## config.mk

```make
export PLATFORM = sky130hd
export DESIGN_NAME = scoreboard
export DESIGN_NICKNAME = d
export VERILOG_FILES = /design/src/rtl/scoreboard.sv
export SDC_FILE = /design/constraint.sdc
export NUM_CORES = 1
export LEC_CHECK = 0
export CAP_MARGIN = 20
export CORE_MARGIN = 10
export CORE_UTILIZATION = 61
export CTS_CLUSTER_SIZE = 30
export DETAILED_ROUTE_END_ITERATION = 6
export PLACE_DENSITY = 0.85
export SLEW_MARGIN = 20
export SYNTH_ARGS = -nofsm -noshare
export SYNTH_HDL_FRONTEND = slang
export SYNTH_SLANG_ARGS = --single-unit
```

## constraint.sdc

```tcl
create_clock -name clk -period 5.5 [get_ports clk]
set_input_delay 1.1 -clock clk [delete_from_list [all_inputs] [get_ports clk]]
set_output_delay 1.1 -clock clk [all_outputs]
set_load 0.02 [all_outputs]
```

## src/rtl/scoreboard.sv

```systemverilog
// -----------------------------------------------------------------------------
// scoreboard
//
// Register-hazard scoreboard and issue controller between the IDU and the EXU.
// A small counter per architectural register tracks how many issued writes to
// that register have not yet been written back. The IDU->EXU valid/ready
// handshake is blocked while a source register still has a write in flight
// (RAW) or while the destination counter is saturated (FULL). Counters are
// released by WBU writebacks. A sticky error flag records a writeback to a
// register with no write in flight. A saturating counter records the cycles
// in which a valid instruction was held back by a hazard.
//
// Ports:
//   clk           clock, all state on the rising edge
//   rst           asynchronous active-low reset
//   valid_pre_i   IDU has a decoded instruction
//   ready_pre_o   ready back to the IDU (independent of valid_pre_i)
//   valid_post_o  valid to the EXU
//   ready_post_i  EXU ready
//   rena1_i       instruction reads rs1
//   raddr1_i      rs1 index
//   rena2_i       instruction reads rs2
//   raddr2_i      rs2 index
//   wena_i        instruction writes rd
//   waddr_i       rd index
//   wb_valid_i    WBU commits a register write this cycle
//   wb_waddr_i    committed rd index
//   busy_o        bit r set while register r has a write in flight; bit 0 = 0
//   err_o         sticky writeback-underflow flag, cleared only by reset
//   stall_cnt_o   saturating count of hazard-blocked valid cycles
// -----------------------------------------------------------------------------
module scoreboard #(
   parameter int NREG = 32,
   parameter int AW   = 5,
   parameter int CW   = 2
) (
   input  logic            clk,
   input  logic            rst,
   input  logic            valid_pre_i,
   output logic            ready_pre_o,
   output logic            valid_post_o,
   input  logic            ready_post_i,
   input  logic            rena1_i,
   input  logic [AW-1:0]   raddr1_i,
   input  logic            rena2_i,
   input  logic [AW-1:0]   raddr2_i,
   input  logic            wena_i,
   input  logic [AW-1:0]   waddr_i,
   input  logic            wb_valid_i,
   input  logic [AW-1:0]   wb_waddr_i,
   output logic [NREG-1:0] busy_o,
   output logic            err_o,
   output logic [31:0]     stall_cnt_o
);

   localparam logic [CW-1:0] CNT_ZERO  = {CW{1'b0}};
   localparam logic [CW-1:0] CNT_ONE   = {{(CW-1){1'b0}}, 1'b1};
   localparam logic [CW-1:0] CNT_MAX   = {CW{1'b1}};
   localparam logic [AW-1:0] REG_ZERO  = {AW{1'b0}};
   localparam logic [31:0]   STALL_MAX = 32'hFFFF_FFFF;

   // x0 has no counter; cnt_view_s gives it a constant zero entry so that
   // every register index can be looked up uniformly.
   logic [CW-1:0] cnt_r      [1:NREG-1];
   logic [CW-1:0] cnt_nxt_s  [1:NREG-1];
   logic [CW-1:0] cnt_view_s [0:NREG-1];

   logic          err_r;
   logic          err_nxt_s;
   logic [31:0]   stall_cnt_r;
   logic [31:0]   stall_cnt_nxt_s;

   logic          raw1_s;
   logic          raw2_s;
   logic          full_s;
   logic          hazard_s;
   logic          fire_s;
   logic          inc_en_s;
   logic          dec_en_s;
   logic          same_reg_s;

   // Uniform read view of the counters with a hard-wired zero for x0.
   always_comb begin
      cnt_view_s[0] = CNT_ZERO;
      for (int i = 1; i < NREG; i++) begin
         cnt_view_s[i] = cnt_r[i];
      end
   end

   // Hazard detection and handshake; only registered counters are consulted,
   // so ready_pre_o never depends on valid_pre_i.
   always_comb begin
      raw1_s       = rena1_i & (raddr1_i != REG_ZERO) & (cnt_view_s[raddr1_i] != CNT_ZERO);
      raw2_s       = rena2_i & (raddr2_i != REG_ZERO) & (cnt_view_s[raddr2_i] != CNT_ZERO);
      full_s       = wena_i & (waddr_i != REG_ZERO) & (cnt_view_s[waddr_i] == CNT_MAX);
      hazard_s     = raw1_s | raw2_s | full_s;
      valid_post_o = valid_pre_i & ~hazard_s;
      ready_pre_o  = ready_post_i & ~hazard_s;
      fire_s       = valid_pre_i & ready_post_i & ~hazard_s;
      inc_en_s     = fire_s & wena_i & (waddr_i != REG_ZERO);
      dec_en_s     = wb_valid_i & (wb_waddr_i != REG_ZERO);
      same_reg_s   = inc_en_s & dec_en_s & (waddr_i == wb_waddr_i);
   end

   // Per-register counter update; an issue and a writeback to the same
   // register in one cycle cancel out.
   always_comb begin
      for (int i = 1; i < NREG; i++) begin
         cnt_nxt_s[i] = cnt_r[i];
         if (same_reg_s) begin
            cnt_nxt_s[i] = cnt_r[i];
         end else if (inc_en_s && (waddr_i == AW'(i))) begin
            cnt_nxt_s[i] = cnt_r[i] + CNT_ONE;
         end else if (dec_en_s && (wb_waddr_i == AW'(i)) && (cnt_r[i] != CNT_ZERO)) begin
            cnt_nxt_s[i] = cnt_r[i] - CNT_ONE;
         end else begin
            cnt_nxt_s[i] = cnt_r[i];
         end
      end
   end

   // Sticky underflow flag and saturating stall counter next state.
   always_comb begin
      err_nxt_s = err_r;
      if (dec_en_s && (cnt_view_s[wb_waddr_i] == CNT_ZERO) && !same_reg_s) begin
         err_nxt_s = 1'b1;
      end else begin
         err_nxt_s = err_r;
      end

      stall_cnt_nxt_s = stall_cnt_r;
      if (valid_pre_i && hazard_s && (stall_cnt_r != STALL_MAX)) begin
         stall_cnt_nxt_s = stall_cnt_r + 32'd1;
      end else begin
         stall_cnt_nxt_s = stall_cnt_r;
      end
   end

   // State registers with asynchronous active-low reset.
   always_ff @(posedge clk or negedge rst) begin
      if (!rst) begin
         for (int i = 1; i < NREG; i++) begin
            cnt_r[i] <= CNT_ZERO;
         end
         err_r       <= 1'b0;
         stall_cnt_r <= 32'd0;
      end else begin
         for (int i = 1; i < NREG; i++) begin
            cnt_r[i] <= cnt_nxt_s[i];
         end
         err_r       <= err_nxt_s;
         stall_cnt_r <= stall_cnt_nxt_s;
      end
   end

   // Status outputs decoded straight from the state registers.
   always_comb begin
      busy_o[0] = 1'b0;
      for (int i = 1; i < NREG; i++) begin
         busy_o[i] = (cnt_r[i] != CNT_ZERO);
      end
      err_o       = err_r;
      stall_cnt_o = stall_cnt_r;
   end

endmodule

```

==> results_dict.tcl <==
set metrics [dict create \
    status "complete, but fails checks" \
    violations "DRC" \
    hp-class "reg -> reg" \
    wl_per_cell_um 22.4 \
    placed_cells 1034 \
    synth_warnings 0 \
    cts.clk_slew.worst_paths_ns 0.06 \
    areaGrowthSynthToFinish_pct 18.2 \
    die_w_um 127 \
    cts_made_buffers 9 \
    start_util_pct 61.9 \
    yosysTopAreaCell "dfrtp_1" \
    drt-pass1-iter-count 7 \
    startpoint "raddr2_i[1]" \
    antenna_found_initial 0 \
    synthFlopType "dfrtp_1" \
    internal_power_uw 1390 \
    drive_gt1_share_pct 7.73 \
    yosysUniqueCellTypes 63 \
    postCtsSetupRepairBufs 0 \
    yosysSeqAreaShare_pct 33.8 \
    dpl_cell_area_sq_um 8030 \
    clock_path_buffers 2 \
    yosys-top-cells-area "dfrtp_1, mux4_2, nor2_1" \
    top_level_ports 95 \
    cts_sinks 95 \
    drv_slew 0 \
    first_iter_violations 953 \
    leakagePower_uw 0.00354 \
    drcViolationCount 1 \
    hold_viol 0 \
    syn_area_per_cell_sq_um 8.40 \
    cp_max_fo 10 \
    setup_viol 0 \
    p_clk_share_pct 30.0 \
    synth-edff-count 0 \
    synth_nets 867 \
    critPathKind "in -> out" \
    fin_skew_ns 0.00827 \
    wirelength_um 23500 \
    power_density_nw_per_um2 255 \
    worst_pin_slew_ns 1.01 \
    synth_top_area_share_pct 33.8 \
    num-fill-cells 865 \
    htreeDepth 3 \
    relSlewSlack_pct 32.3 \
    grt_pass1_vias 6965 \
    arrival_ns 4.14 \
    gr-total-overflow 0 \
    async_reset_ff_share_pct 100 \
    crit_required_ns 4.40 \
    design.die.area_sq_um 16200 \
    r2r_end "stall_cnt_o[11]" \
    seqPwrFrac_pct 40.5 \
    design_area_sq_um 8320 \
    holdPathEnd "stall_cnt_o[15]" \
    post-place-ws_ns 0.331 \
    end_kind "output port" \
    dp_hpwl_um 16800 \
    fp.coreArea_sq_um 11400 \
    grtUsageTotal_pct 28.0 \
    netlist_area_sq_um 7040 \
    fin_ws_ns 0.261 \
    peakVddDrop_uv 240 \
    vias 7296 \
    ff2ff_setup_slack_ns 2.12 \
    root_buffer "clkbuf_16" \
    nNetsFinal 931 \
    num_rows 39 \
    cts_hold_buf 0 \
    whs_ns 0.490 \
    synth_cells 838 \
    hold_depth 1 \
    numPortBuffers 93 \
    finalCritPeriodShare_pct 95.3 \
    cp-start-kind "primary input" \
    cap_violations 0 \
    via_per_inst 6.96 \
    gp_congestion 0.990 \
    cts_tree "yes" \
    ant_nets 0 \
    fin_tns_setup_ns 0 \
    r2r-start "cnt_r[38]" \
    switching_power_uw 733 \
    grt_pass1_wl_um 36700 \
    reg2regPathDepth 9 \
    p_sw_share_pct 34.5 \
    rsz0062_at_grt "no" \
    grt_max_degree 60 \
    holdCritStartpoint "stall_cnt_o[15]" \
    p_comb_share_pct 29.5 \
    cts_resized 0 \
    worst_skew_pair.late_latency_ns 0.36 \
    antennaDiodeCount 0 \
    synth-seq-cells 95 \
    fin_crit_ns 5.24 \
    max_freq_mhz 191 \
    instances_no_fill 1048 \
    die_h_um 127 \
]
==> worst max-delay path by stage <==
stage | slack, ns | endpoint | cells past startpoint
after floorplan | 1.27 | ready_pre_o | 9
after global placement | 0.41 | ready_pre_o | 8
after detailed placement | 0.33 | ready_pre_o | 8
after CTS | 0.32 | ready_pre_o | 8
after global routing | 0.17 | ready_pre_o | 10
final | 0.26 | ready_pre_o | 8
==> cell usage after synthesis, types with 7 or more instances <==
library cell	count
nor4b_1	15
nor3_1	65
o21ai_0	49
and2_1	10
mux4_2	23
a211o_1	10
nand3_1	33
nor2_1	99
xor2_1	24
a21o_1	17
nor4_1	42
inv_1	53
a21oi_1	35
a31oi_1	9
xnor2_1	13
buf_2	14
nor3b_1	8
nand4_1	16
nand2_1	46
and3_1	7
dfrtp_1	95
a22o_1	19
clkbuf_1	35
==> per-layer routing <==
layer / up-vias / GRT usage, % / wire length, um
li1: 3221 / - / -
met1: 3459 / 35.0 / 8930
met4: 0 / 12.7 / 903
met3: 88 / 6.82 / 2630
met5: - / 0 / 0
met2: 528 / 44.7 / 11000
==> power by group through the flow <==
| stage | Sequential, uW | Combinational, uW | Clock, uW |
|---|---|---|---|
| 2_1_floorplan | 892 | 319 | 0 |
| 3_3_place_gp | 862 | 604 | 0 |
| 3_5_place_dp | 869 | 620 | 0 |
| 4_1_cts | 856 | 623 | 636 |
| 5_1_grt | 870 | 668 | 663 |
| 6_report | 860 | 627 | 637 |
==> critical path, stage by stage <==
cell and delay [ns]:
clkdlybuf4s50_1 0.80, mux2_2 0.40, a2111oi_0 0.47, a211oi_1 0.14
a2111oi_4 0.36, nor2_1 0.15, and2_1 0.18, clkdlybuf4s50_1 0.54
==> final cells by class <==
class / count / area, sq um / area share (%)
Clock buffer: 10 / 239 / 2.87
Clock inverter: 4 / 47.5 / 0.572
Inverter: 53 / 199 / 2.39
Multi-Input combinational cell: 634 / 4220 / 50.7
Timing Repair Buffer: 109 / 1060 / 12.8
Sequential cell: 95 / 2380 / 28.6
Tap cell: 143 / 179 / 2.15
==> metrics by stage <==
step,utilization (%),total power [uW]
after floorplan,-,1210
after global placement,70.7,1470
after detailed placement,70.7,1490
after CTS,73.2,2120
after global routing,73.2,2200
final,73.2,2120
==> placed cells by master (no fill, tap or decap), types with 6 or more instances in the layout <==
cell	synthesis	routed
nand2_1	46	46
a2bb2oi_1	6	6
clkdlybuf4s50_1	0	92
nand4_1	16	16
o21ai_0	49	49
xnor2_1	13	13
nor2_1	99	99
a211oi_1	6	6
nor3_1	65	64
mux2i_1	6	6
dfrtp_1	95	95
nand2b_1	6	6
a22o_1	19	19
a21o_1	17	17
nor4_1	42	42
nand3_1	33	33
nand3b_1	6	6
mux4_2	23	23
inv_1	53	53
nor4b_1	15	15
a211o_1	10	10
clkbuf_16	0	9
buf_4	4	16
a21oi_1	35	35
nor2b_1	6	6
xor2_1	24	24
and3_1	7	7
a31oi_1	9	9
and2_1	10	10
nor3b_1	8	8
==> state kept, by name, indices dropped and copies added, names as in the netlist <==
name and flops:
cnt_r 62, stall_cnt_o 32, err_o 1
==> cells by family (layout without fill, tap and decap cells) <==
logic type,after synthesis,after routing,share of synthesized area (%)
simple gates,377,377,28.2
compound gates,184,184,17.8
buf+inv,109,176,6.38
flops,95,95,33.8
xor+xnor,37,37,4.60
mux,34,34,9.01
fa+ha+maj,1,1,0.178
other cells,1,1,0.0533
Power figures use the tool's default switching activity.
